`config.mk`:
```
export PLATFORM = sky130hd
export DESIGN_NAME = axi_wr_slave
export DESIGN_NICKNAME = d
export VERILOG_FILES = /design/src/rtl/axi_wr_slave_pkg.sv /design/src/rtl/axi_wr_slave_sync_fifo.sv /design/src/rtl/axi_wr_slave.sv
export SDC_FILE = /design/constraint.sdc
export NUM_CORES = 1
export LEC_CHECK = 0
export BUFFER_PORTS_ARGS = -buffer_cell sky130_fd_sc_hd__buf_2
export CORE_MARGIN = 3
export CORE_UTILIZATION = 60
export DETAILED_ROUTE_END_ITERATION = 6
export GPL_TIMING_DRIVEN = 0
export PLACE_DENSITY = 0.82
export SLEW_MARGIN = 0
export SYNTH_ARGS = -nofsm -noshare
export SYNTH_HDL_FRONTEND = slang
export SYNTH_SLANG_ARGS = --single-unit
export TNS_END_PERCENT = 50
```
`constraint.sdc`:
```
create_clock -name clk_i -period 5.9 [get_ports clk_i]
set_clock_uncertainty 0.15 [all_clocks]
set_input_delay 0.885 -clock clk_i [delete_from_list [all_inputs] [get_ports clk_i]]
set_output_delay 0.885 -clock clk_i [all_outputs]
set_load 0.01 [all_outputs]
```
`src/rtl/axi_wr_slave_pkg.sv`:
```
// Shared constants and types for the AXI write-channel front end of the DDR2 controller.
// Holds the DDR2 geometry (address and data widths), the B-channel response codes and the
// state encoding of the write-slave FSM.
package axi_wr_slave_pkg;

    localparam int unsigned ROW_BITS = 13;
    localparam int unsigned COL_BITS = 10;
    localparam int unsigned BA_BITS  = 3;
    localparam int unsigned DQ_BITS  = 16;

    localparam logic [1:0] BRESP_OKAY   = 2'b00;
    localparam logic [1:0] BRESP_SLVERR = 2'b10;

    typedef enum logic [2:0] {
        StIdle,
        StData,
        StDrain,
        StWait,
        StResp
    } wr_state_e;

endpackage

```
`src/rtl/axi_wr_slave_sync_fifo.sv`:
```
// Single-clock first-word-fall-through FIFO for buffered write beats.
// Ports:
//   clk_i, rstn_i    clock and synchronous active-low reset (empties the FIFO)
//   push_i, wdata_i  write side; a push while full is ignored
//   full_o           no free entry
//   pop_i, rdata_o   read side; rdata_o is the current head, valid while !empty_o
//   empty_o          no stored entry
module axi_wr_slave_sync_fifo #(
    parameter int unsigned WIDTH = 32,
    parameter int unsigned DEPTH = 16
) (
    input  logic             clk_i,
    input  logic             rstn_i,
    input  logic             push_i,
    input  logic [WIDTH-1:0] wdata_i,
    output logic             full_o,
    input  logic             pop_i,
    output logic [WIDTH-1:0] rdata_o,
    output logic             empty_o
);

    localparam int unsigned AW = $clog2(DEPTH);

    logic [WIDTH-1:0] mem_q [DEPTH];
    // One extra wrap bit distinguishes full from empty when the indices match.
    logic [AW:0]      wptr_q, wptr_d;
    logic [AW:0]      rptr_q, rptr_d;
    logic             do_push, do_pop;

    assign empty_o = (wptr_q == rptr_q);
    assign full_o  = (wptr_q[AW] != rptr_q[AW]) && (wptr_q[AW-1:0] == rptr_q[AW-1:0]);
    assign do_push = push_i && !full_o;
    assign do_pop  = pop_i && !empty_o;
    assign rdata_o = mem_q[rptr_q[AW-1:0]];

    always_comb begin
        wptr_d = wptr_q;
        rptr_d = rptr_q;
        if (do_push) wptr_d = wptr_q + (AW + 1)'(1);
        if (do_pop)  rptr_d = rptr_q + (AW + 1)'(1);
    end

    always_ff @(posedge clk_i) begin
        if (!rstn_i) begin
            wptr_q <= '0;
            rptr_q <= '0;
        end else begin
            wptr_q <= wptr_d;
            rptr_q <= rptr_d;
        end
    end

    always_ff @(posedge clk_i) begin
        if (do_push) mem_q[wptr_q[AW-1:0]] <= wdata_i;
    end

endmodule

```
`src/rtl/axi_wr_slave.sv`:
```
// AXI write-channel front end of the DDR2 controller. Accepts one AW/W/B transaction at a
// time, buffers the beats in a FIFO, issues a single write command to the scheduler, streams
// the beats to the DDR2 write datapath and answers on B once the core reports completion.
// Ports:
//   clk_i, rstn_i                      clock, synchronous active-low reset
//   aw*_i/awready_o                    AXI write address channel
//   w*_i/wready_o                      AXI write data channel
//   b*_o/bready_i                      AXI write response channel
//   cmd_valid_o/cmd_ready_i, cmd_*_o   write command toward the DDR2 scheduler
//   wd_valid_o/wd_ready_i, wd_data_o   buffered beats toward the DDR2 write datapath
//   wr_done_i                          one-cycle pulse: core finished the burst
module axi_wr_slave
    import axi_wr_slave_pkg::*;
#(
    parameter int unsigned ADDR_WIDTH = ROW_BITS + COL_BITS + BA_BITS,
    parameter int unsigned DATA_WIDTH = DQ_BITS * 2,
    parameter int unsigned FIFO_DEPTH = 16,
    parameter logic [7:0]  MAX_LEN    = 8'd15
) (
    input  logic                  clk_i,
    input  logic                  rstn_i,
    input  logic                  awvalid_i,
    output logic                  awready_o,
    input  logic [ADDR_WIDTH-1:0] awaddr_i,
    input  logic [7:0]            awlen_i,
    input  logic                  wvalid_i,
    output logic                  wready_o,
    input  logic                  wlast_i,
    input  logic [DATA_WIDTH-1:0] wdata_i,
    output logic                  bvalid_o,
    input  logic                  bready_i,
    output logic [1:0]            bresp_o,
    output logic                  cmd_valid_o,
    input  logic                  cmd_ready_i,
    output logic [ADDR_WIDTH-1:0] cmd_addr_o,
    output logic [7:0]            cmd_len_o,
    output logic                  wd_valid_o,
    input  logic                  wd_ready_i,
    output logic [DATA_WIDTH-1:0] wd_data_o,
    input  logic                  wr_done_i
);

    wr_state_e             state_q;
    logic                  awready_q;
    logic [ADDR_WIDTH-1:0] cmd_addr_q;
    logic [7:0]            cmd_len_q;
    logic [7:0]            cnt_q;
    logic                  err_q;
    logic                  beats_done_q;  // final beat of the burst already accepted
    logic                  cmd_done_q;    // scheduler already took the command

    logic fifo_full, fifo_empty;
    logic w_fire, cmd_fire, last_beat, push;

    assign awready_o   = awready_q;
    // Once the counted final beat is in, further beats must not be pushed.
    assign wready_o    = ((state_q == StData) && !beats_done_q && !fifo_full) ||
                         (state_q == StDrain);
    assign cmd_valid_o = (state_q == StData) && !cmd_done_q;
    assign bvalid_o    = (state_q == StResp);
    assign bresp_o     = ((state_q == StResp) && err_q) ? BRESP_SLVERR : BRESP_OKAY;
    assign cmd_addr_o  = cmd_addr_q;
    assign cmd_len_o   = cmd_len_q;
    assign wd_valid_o  = !fifo_empty;

    assign w_fire    = wvalid_i && wready_o;
    assign cmd_fire  = cmd_valid_o && cmd_ready_i;
    assign last_beat = (cnt_q == cmd_len_q);
    assign push      = w_fire && (state_q == StData);

    always_ff @(posedge clk_i) begin
        if (!rstn_i) begin
            state_q      <= StIdle;
            awready_q    <= 1'b0;
            cmd_addr_q   <= '0;
            cmd_len_q    <= '0;
            cnt_q        <= '0;
            err_q        <= 1'b0;
            beats_done_q <= 1'b0;
            cmd_done_q   <= 1'b0;
        end else begin
            case (state_q)
                StIdle: begin
                    if (awvalid_i && awready_q) begin
                        awready_q    <= 1'b0;
                        cmd_addr_q   <= awaddr_i;
                        cmd_len_q    <= awlen_i;
                        cnt_q        <= '0;
                        beats_done_q <= 1'b0;
                        cmd_done_q   <= 1'b0;
                        if (awlen_i > MAX_LEN) begin
                            err_q   <= 1'b1;
                            state_q <= StDrain;
                        end else begin
                            state_q <= StData;
                        end
                    end else begin
                        awready_q <= 1'b1;
                    end
                end
                StData: begin
                    // The beat count decides the end of the burst; wlast only flags errors.
                    if (w_fire) begin
                        cnt_q <= cnt_q + 8'd1;
                        if (last_beat) begin
                            beats_done_q <= 1'b1;
                            if (!wlast_i) err_q <= 1'b1;
                        end else if (wlast_i) begin
                            err_q <= 1'b1;
                        end
                    end
                    if (cmd_fire) cmd_done_q <= 1'b1;
                    if ((beats_done_q || (w_fire && last_beat)) && (cmd_done_q || cmd_fire)) begin
                        state_q <= StWait;
                    end
                end
                StDrain: begin
                    if (wvalid_i && wlast_i) state_q <= StResp;
                end
                StWait: begin
                    if (wr_done_i) state_q <= StResp;
                end
                StResp: begin
                    if (bready_i) begin
                        err_q     <= 1'b0;
                        awready_q <= 1'b1;
                        state_q   <= StIdle;
                    end
                end
                default: state_q <= StIdle;
            endcase
        end
    end

    axi_wr_slave_sync_fifo #(
        .WIDTH(DATA_WIDTH),
        .DEPTH(FIFO_DEPTH)
    ) u_fifo (
        .clk_i  (clk_i),
        .rstn_i (rstn_i),
        .push_i (push),
        .wdata_i(wdata_i),
        .full_o (fifo_full),
        .pop_i  (wd_ready_i),
        .rdata_o(wd_data_o),
        .empty_o(fifo_empty)
    );

endmodule

```
==> metrics, run 1 <==
Worst setup EP type=primary output; layout cells sized above 1=33.31%; Clock Path Buffers=3; r2r startpoint=state_q[0]; slack of the critical path=1.452 ns; switching part of the total=20.11%; Max Cap Viol=0; WP data required=4.87 ns; Final Core Density=70.84%; Routed WL=between 50 and 60 mm; Worst Path Class, Setup=reg2out; setup_tns=0 ns; Max FO, Critical Path=10; Slew @ Worst Pin=~1.3 ns; dpl cells=1691; Sequential Power Share=between 50 and 60%; number of global-route vias before repair=12.30k; Slew HR=15.54%; mean number of vias per cell=roughly 6.5; DRT antenna net count=0; Post-synth EDFFs=512; warnings from Yosys=0; fmax=224.8 MHz; Clock transition at path regs=0.06 ns; CTS tree=built; Post-CTS Setup Bufs=0; mux contribution to synthesized area=~16%; CP arrival=3.41 ns; post_cts resized=0; share of synthesized registers carrying an async set or reset=0%; compound-cell area share of the yosys netlist=between 2 and 2.5%; core area=36000 um^2; commonest non-fill, non-tap cell in the layout=edfxtp_1; Lkg Pwr=8.228 nW; period utilization=about three quarters; clock share of power=41.6%; internal power=0.006349 W; syn_area_per_cell=20.79 um^2; post-route insts no fill=1792; synth-to-layout area growth=15.09%; highest-count cells in the layout ignoring fill and taps=edfxtp_1, buf_2, mux4_2, nand2_1, dfxtp_1; GPL Wtd Cong=0.8226; Worst R2R Path Depth=4; grt total ovfl=0; Power Density=311.6 nW/um^2; CP endpoint=wd_data_o[2]; # hold bufs at CTS=0; Placement Setup Slack=about 2.1 ns; port bufs=146; Mapped Area=22160 um^2; reg2reg end=u_fifo.mem_q[7][13]; Final Max Slew Viols=0; die area=between 30000 and 40000 um^2; Post-Synth Simple-Gate Area=between 3 and 4%; initial antenna violation count=3; predominant post-synthesis flop cell=edfxtp_1; RSZ-0062 raised after global routing=no; minimum clock period=4.448 ns; Hold WS=0.3085 ns; Post-Synth XOR/XNOR Area=0.8300%; drt first pass iters=5; I/O pin cnt=148; synthesized-area fraction occupied by adder cells=0.3388%; clock root cell=clkbuf_16; result of the run=complete, no violations; CTS sink cnt=575; row count=just under 70; post-synthesis cell count=1066; first-pass GRT wire length=78.39 mm; Min-Delay Path Class=reg2reg; WL/cell=29.32 um; syn_nets=roughly 1.1k; Max VDD drop=approximately 200 uV; largest net degree at the start of global routing=33; Starting DRT DRC Count=approximately 1.2k; clock insertion delay at the later pin of the skew report=0.60 ns; unique cell type count in the Yosys netlist=54; Fin. Hold Viols=0; setup violators final=0; R2R setup slack=about 2.8 ns; Initial Util=between 60% and 70%; # DRC=0; vias=approximately 12k; global-route usage over all layers=27.57%; critical path launch point type=register; Post-DP HPWL=30.35 mm; #FFs+latches synth=575; chip height=198.2 um; CTS Buf Count=56; NetSw=0.001598 W; largest family of logic cells by synthesized area=multiplexers; final net count=1369; Comb power frac=between 2 and 2.5%; register area share after synthesis=75.07%; Die X-Extent=198.2 um; H-tree level count=2
state kept, by name, indices dropped and copies added (netlist names), named ones only:
| name | count |
|---|---|
| u_fifo.mem_q | 512 |
| cmd_addr_o | 26 |
| cmd_len_o | 8 |
| cnt_q | 8 |
| u_fifo.rptr_q | 5 |
| u_fifo.wptr_q | 5 |
| state_q | 3 |
| awready_o | 1 |
| beats_done_q | 1 |
| cmd_done_q | 1 |
| err_q | 1 |
metal layers:
metal,vias to the layer above,track usage (%),part of all wire [%]
met5,-,0,0.032
met4,4,11.40,3.4
met3,123,5.309,8.5
met2,726,45.66,51
met1,6036,36.68,37
li1,4815,-,-
cells in the mapped netlist (5+ instances only):
| library cell | number | share of area (%) |
|---|---|---|
| a21boi_0 | 36 | 1.2 |
| a21oi_1 | 10 | 0.23 |
| and2_1 | 8 | 0.23 |
| and3_1 | 15 | 0.42 |
| buf_2 | 17 | 0.38 |
| clkbuf_1 | 35 | 0.59 |
| dfxtp_1 | 63 | 5.7 |
| edfxtp_1 | 512 | 69 |
| ha_1 | 6 | 0.34 |
| inv_1 | 5 | 0.085 |
| mux4_2 | 160 | 16 |
| nand2_1 | 85 | 1.4 |
| nand2b_1 | 5 | 0.14 |
| nand3_1 | 8 | 0.18 |
| nand4_1 | 7 | 0.20 |
| nor2_1 | 14 | 0.24 |
| o21ai_0 | 8 | 0.18 |
| xnor2_1 | 18 | 0.71 |
area by class of cell:
class | instances | area (um^2)
sequential | 575 | 16640
fill | 2078 | 10500
multi-input combinational | 431 | 5288
clock buffer | 71 | 1510
timing repair buffer | 164 | 1056
tap | 461 | 576.8
buffer | 55 | 246.5
clock inverter | 29 | 170.2
inverter | 5 | 18.77
antenna | 1 | 2.502
critical path, cell delays in order, from the launching register on:
cell	delay [ns]
dfxtp_1	0.37
clkbuf_1	0.47
clkbuf_1	0.77
mux4_2	0.47
mux4_2	0.55
buf_2	0.18
per-stage QoR:
stage,area [um^2],total power [W]
floorplan,22160,0.004618
global placement,23470,0.004712
detailed placement,23820,0.004722
CTS,25500,0.007975
global route,25500,0.008145
finish,25500,0.007947
how the worst min path moves through the flow:
stage,startpoint,to,slack (ns),depth (start not counted)
finish,cmd_addr_o[13],cmd_addr_o[13],0.31,2
global route,cmd_addr_o[23],cmd_addr_o[23],0.34,2
CTS,cmd_addr_o[22],cmd_addr_o[22],0.31,2
detailed placement,cmd_addr_o[22],cmd_addr_o[22],0.30,2
global placement,cmd_addr_o[3],cmd_addr_o[3],0.30,2
floorplan,err_q,err_q,0.29,2
cells by family after synthesis:
group | after synthesis
AND/OR/NAND/NOR | 164
flip-flops | 575
adder cells (fa/ha/maj) | 6
multiplexers | 164
XOR/XNOR | 21
other | 1
buffers and inverters | 60
AO/OA/AOI/OAI | 75
power groups by stage:
stage,sequential (W),combinational [W],clock (W)
2_1_floorplan,0.00455,0.0000724,0
3_3_place_gp,0.00454,0.000174,0
3_5_place_dp,0.00454,0.000184,0
4_1_cts,0.00445,0.000186,0.00334
5_1_grt,0.00445,0.000207,0.00349
6_report,0.00445,0.000186,0.00331
(Power assumes the default switching activity.)
==> run 2, diff against run 1 <==
- ABC_AREA: not set -> 1
- CORE_UTILIZATION: 60 -> 55
- PLACE_DENSITY: 0.82 -> 0.79
- clock period: 5.9 -> 3.8 ns (I/O delays scaled with it)
==> metrics, run 2 <==
result of the run=complete, no violations; Largest register FFs=512; RSZ-0062 raised after global routing=yes; Post-DP HPWL=40.39 mm; initial antenna violation count=5; Commonest cells post-synth=edfxtp_1, o21ai_0, inv_1; Clock Path Buffers=3; switching part of the total=32.01%; CTS Buf Count=55; Worst Path Class, Setup=reg2out; fillcell total=roughly 2.8k; largest net degree at the start of global routing=24; DRT antenna net count=0; Synth top area share=65.68%; H-tree level count=2; Max FO, Critical Path=10; Die X-Extent=212.3 um; Post-Synth XOR/XNOR Area=0.3742%; fmax=265.9 MHz; Fin. Hold Viols=0; NetSw=0.005638 W; commonest non-fill, non-tap cell in the layout=edfxtp_1; GPL Wtd Cong=0.8641; setup violators final=0; Max Cap Viol=0; die area=around 45000 um^2; synthesized-area fraction occupied by adder cells=less than 1%; Lkg Pwr=approximately 9.3 nW; placed cell area=25250 um^2; Slew @ Worst Pin=1.084 ns; worst hold start=awaddr_i[16]; CTS tree=built; minimum clock period=3.761 ns; Final Max Slew Viols=0; # DRC=0; clock share of power=32.2%; Max VDD drop=393.0 uV; WP data required=3.08 ns; Final Core Density=around two thirds; Initial Util=56.43%; Pwr Total=roughly 0.018 W; period utilization=98.98%; compound-cell area share of the yosys netlist=between 10 and 15%; WL/cell=25.27 um; mean number of vias per cell=6.137; mux contribution to synthesized area=5.473%; Comb power frac=a little over a quarter; register area share after synthesis=between 70% and 80%; largest family of logic cells by synthesized area=compound AO/OA/AOI/OAI gates; Starting DRT DRC Count=roughly 2.5k; critical path launch point type=register; chip height=around 210 um; row count=74; CTS sink cnt=roughly 580; Power Density=about 650 nW/um^2; CP arrival=3.04 ns; warnings from Yosys=0; Clock transition at path regs=0.06 ns; #FFs+latches synth=575; layout cells sized above 1=16.56%; Post-Synth Simple-Gate Area=4.495%; Routed WL=64.74 mm; Min-Delay Path Class=in2reg; core area=41480 um^2; share of synthesized registers carrying an async set or reset=0%; final instance area=between 20000 and 30000 um^2; global-route usage over all layers=around 29%; port bufs=145; Sequential Power Share=between 40 and 50%; number of global-route vias before repair=15.88k; syn_nets=about 1.8k; syn_area_per_cell=13.26 um^2; most common cell in the netlist=edfxtp_1; leading area contributor after synthesis=edfxtp_1; clock root cell=clkbuf_16; highest-count cells in the layout ignoring fill and taps=edfxtp_1, o21ai_0, inv_1, a21oi_1, buf_2; Worst setup EP type=primary output; grt total ovfl=0; first-pass GRT wire length=95.01 mm; unique cell type count in the Yosys netlist=41; final net count=2064; clock insertion delay at the later pin of the skew report=0.59 ns; r2r startpoint=state_q[2]; drt first pass iters=6; synth-to-layout area growth=15.85%; Post-CTS Setup Bufs=0; Slew HR=between 20 and 30%; Mapped Area=23410 um^2; Post-synth EDFFs=between 500 and 600; post-synthesis cell count=1766; predominant post-synthesis flop cell=edfxtp_1; synth top area cells=edfxtp_1, mux2i_1, dfxtp_1; internal power=0.01198 W; vias=15.72k; I/O pin cnt=148
run 2: what timing repair did:
action                                  in CTS  in global routing
gates cloned                                 0                  0
hold buffers                                 0                  0
endpoints found under the setup margin       3                  6
gates resized for setup                      0                  4
run 2: logic make-up after synthesis:
logic type / Yosys count
buffers and inverters: 301
flip-flops: 575
AO/OA/AOI/OAI: 522
multiplexers: 128
other: 1
XOR/XNOR: 10
adder cells (fa/ha/maj): 6
AND/OR/NAND/NOR: 223
run 2: worst paths after layout:
kind,to,slack [ns],depth (start not counted)
min reg2reg,cmd_addr_o[25],0.29,2
max reg2reg,u_fifo.mem_q[9][19],0.70,10
max,wd_data_o[31],0.04,8
min,cmd_addr_o[16],0.09,3
run 2: power groups by stage:
stage               logic [W]  registers [W]  clock network (W)
global placement      0.00447        0.00729                  0
detailed placement    0.00464        0.00729                  0
floorplan             0.00291        0.00732                  0
CTS                   0.00471        0.00716            0.00570
global route          0.00511        0.00718            0.00595
finish                0.00478        0.00716            0.00567
run 2: stage by stage:
step                hold WS, ns  setup WS (ns)  TNS (ns)  std cells
finish                  0.09413        0.03870         0       2562
global route             0.1200       -0.03073  -0.04361       2562
CTS                     0.07959        0.07994         0       2561
detailed placement       0.2853         0.6516         0       2459
global placement         0.2781         -1.127   -503.48       2443
floorplan                0.2902         0.6447         0       1766
run 2: metal layers:
metal	vias to the layer above	GRT usage (%)	share of wire (%)
li1	6879	-	-
met2	1038	47.02	48
met4	8	13.67	4.9
met5	-	0	0.077
met1	7554	35.83	36
met3	243	7.068	11
run 2: worst max-delay path, stage by stage (launching register included):
cell	delay [ns]
dfxtp_1	0.56
buf_4	0.29
buf_6	0.17
clkbuf_1	0.52
o21ai_0	0.27
o21ai_0	0.16
o211ai_1	0.11
nand2_1	0.20
buf_2	0.17
run 2: layout make-up:
| class | count | area (um^2) | share of cell area (%) |
|---|---|---|---|
| clock inverter | 33 | 374.1 | 1.380 |
| sequential | 575 | 16640 | 61.35 |
| multi-input combinational | 890 | 5594 | 20.63 |
| antenna | 1 | 2.502 | 0.009228 |
| tap | 532 | 665.6 | 2.455 |
| clock buffer | 70 | 1495 | 5.514 |
| inverter | 194 | 730.7 | 2.694 |
| timing repair buffer | 161 | 1054 | 3.885 |
| buffer | 106 | 566.8 | 2.090 |
==> run 3, diff against run 2 <==
- ABC_AREA: 1 -> not set
- CORE_UTILIZATION: 55 -> 54
- PLACE_DENSITY: 0.79 -> 0.75
==> metrics, run 3 (synthesized netlist as in run 1, its figures left out) <==
vias=about 11k; Lkg Pwr=approximately 8.3 nW; port bufs=146; WP data required=3.08 ns; Post-DP HPWL=29.08 mm; WL/cell=26.27 um; chip height=208.6 um; minimum clock period=~3.6 ns; R2R setup slack=0.72 ns; drt first pass iters=5; Power Density=484.9 nW/um^2; Routed WL=48.75 mm; Die X-Extent=208.6 um; mean number of vias per cell=6.024; synth-to-layout area growth=16.10%; Max Cap Viol=0; Hold Path Cell Cnt=3; Worst R2R Path Depth=5; NetSw=0.002448 W; I/O pin cnt=148; H-tree level count=2; Clock transition at path regs=0.06 ns; die area=~44000 um^2; internal power=around 0.01 W; initial antenna violation count=1; Slew @ Worst Pin=1.098 ns; highest-count cells in the layout ignoring fill and taps=edfxtp_1, mux4_2, buf_2, nand2_1, dfxtp_1; row count=73; fmax=274.0 MHz; Post-CTS Setup Bufs=0; GPL Wtd Cong=0.7950; setup violators final=0; Worst Path Class, Setup=reg2out; CP arrival=2.93 ns; number of global-route vias before repair=11.96k; first-pass GRT wire length=73.98 mm; Sequential Power Share=55.4%; worst hold start=awlen_i[3]; r2r startpoint=state_q[1]; commonest non-fill, non-tap cell in the layout=edfxtp_1; WHS Endpoint=cmd_len_o[3]; Final Max Slew Viols=0; Final Core Density=64.16%; reg2reg end=u_fifo.mem_q[7][19]; Max FO, Critical Path=10; Comb power frac=~2.3%; Initial Util=55.27%; Worst setup EP type=primary output; RSZ-0062 raised after global routing=no; switching part of the total=19.62%; Starting DRT DRC Count=around 1.1k; clock root cell=clkbuf_16; Min-Delay Path Class=in2reg; clock share of power=between 40% and 50%; period utilization=96.04%; Pwr Total=0.01248 W; core area=approximately 40000 um^2; result of the run=complete, no violations; clock insertion delay at the later pin of the skew report=0.60 ns; final net count=about 1.4k; largest net degree at the start of global routing=33; Fin. Hold Viols=0; critical path launch point type=register; CTS Buf Count=55; Slew HR=a little over a quarter; Max VDD drop=around 340 uV; CTS sink cnt=575; CTS tree=built; # DRC=0; grt total ovfl=0; global-route usage over all layers=22.70%; layout cells sized above 1=34.54%; Largest register FFs=between 500 and 600; Clock Path Buffers=3; DRT antenna net count=0
## run 3: cell types whose count changed in the layout (fill, tap and decap cells not counted), sizes merged, moves of 27 or more
cell / change
inv: -190
nor2: -36
o21ai: -197
nand3: -49
mux4: +160
o211ai: -124
a21boi: +37
a21oi: -174
mux2i: -124
buf: -27
## run 3: how the worst max path moves through the flow
stage / to / from / slack, ns / cells after the start
after global placement: u_fifo.mem_q[15][14] / state_q[1] / -1.28 / 5
final: wd_data_o[15] / register / 0.15 / 5
after detailed placement: wd_data_o[29] / register / 0.34 / 5
after global routing: wd_data_o[17] / register / 0.009 / 5
after floorplan: u_fifo.mem_q[15][0] / state_q[1] / 0.54 / 5
after CTS: wd_data_o[29] / register / 0.03 / 4
## run 3: final cells by class
cell class / count / area [um^2]
flip-flops and latches: 575 / 16640
clock buffers: 72 / 1491
well taps: 525 / 656.9
repair buffers: 162 / 1076
multi-input cells: 431 / 5294
fillers: 2642 / 14370
inverters: 5 / 18.77
diodes: 2 / 5.005
clock inverters: 29 / 255.2
plain buffers: 55 / 294.0
## run 3: metrics by stage
| step | area [um^2] | hold slack, ns | setup WS (ns) | setup TNS, ns | instances |
|---|---|---|---|---|---|
| 2_1_floorplan | 22170 | 0.2945 | 0.5417 | 0 | 1066 |
| 3_3_place_gp | 23550 | 0.2994 | -1.277 | -91.16 | 1737 |
| 3_5_place_dp | 23930 | 0.3082 | 0.3362 | 0 | 1753 |
| 4_1_cts | 25710 | 0.03924 | 0.03046 | 0 | 1854 |
| 5_1_grt | 25720 | 0.05442 | 0.008509 | 0 | 1855 |
| 6_report | 25730 | 0.05915 | 0.1507 | 0 | 1856 |
## run 3: metal layers
layer	global-route usage (%)	part of all wire, %
met4	7.067	2.3
met3	5.375	7.8
met5	0	0
met1	29.92	39
met2	38.20	51
## run 3: what timing repair did
action,4_1_cts,5_1_grt
hold buffers,0,0
cloned,0,0
endpoints found under the setup margin,32,14
resized for setup,21,8
## run 3: critical path: stages (launching register included)
cell	delay, ns
dfxtp_1	0.36
clkbuf_2	0.29
buf_2	0.45
mux4_2	0.57
mux4_2	0.50
buf_2	0.16
## run 3: power by group through the flow
stage / Sequential, W / Clock, W / Combinational, W
4_1_cts: 0.00691 / 0.00536 / 0.000289
6_report: 0.00691 / 0.00528 / 0.000287
2_1_floorplan: 0.00706 / 0 / 0.000112
3_3_place_gp: 0.00704 / 0 / 0.000275
3_5_place_dp: 0.00705 / 0 / 0.000287
5_1_grt: 0.00691 / 0.00563 / 0.000321
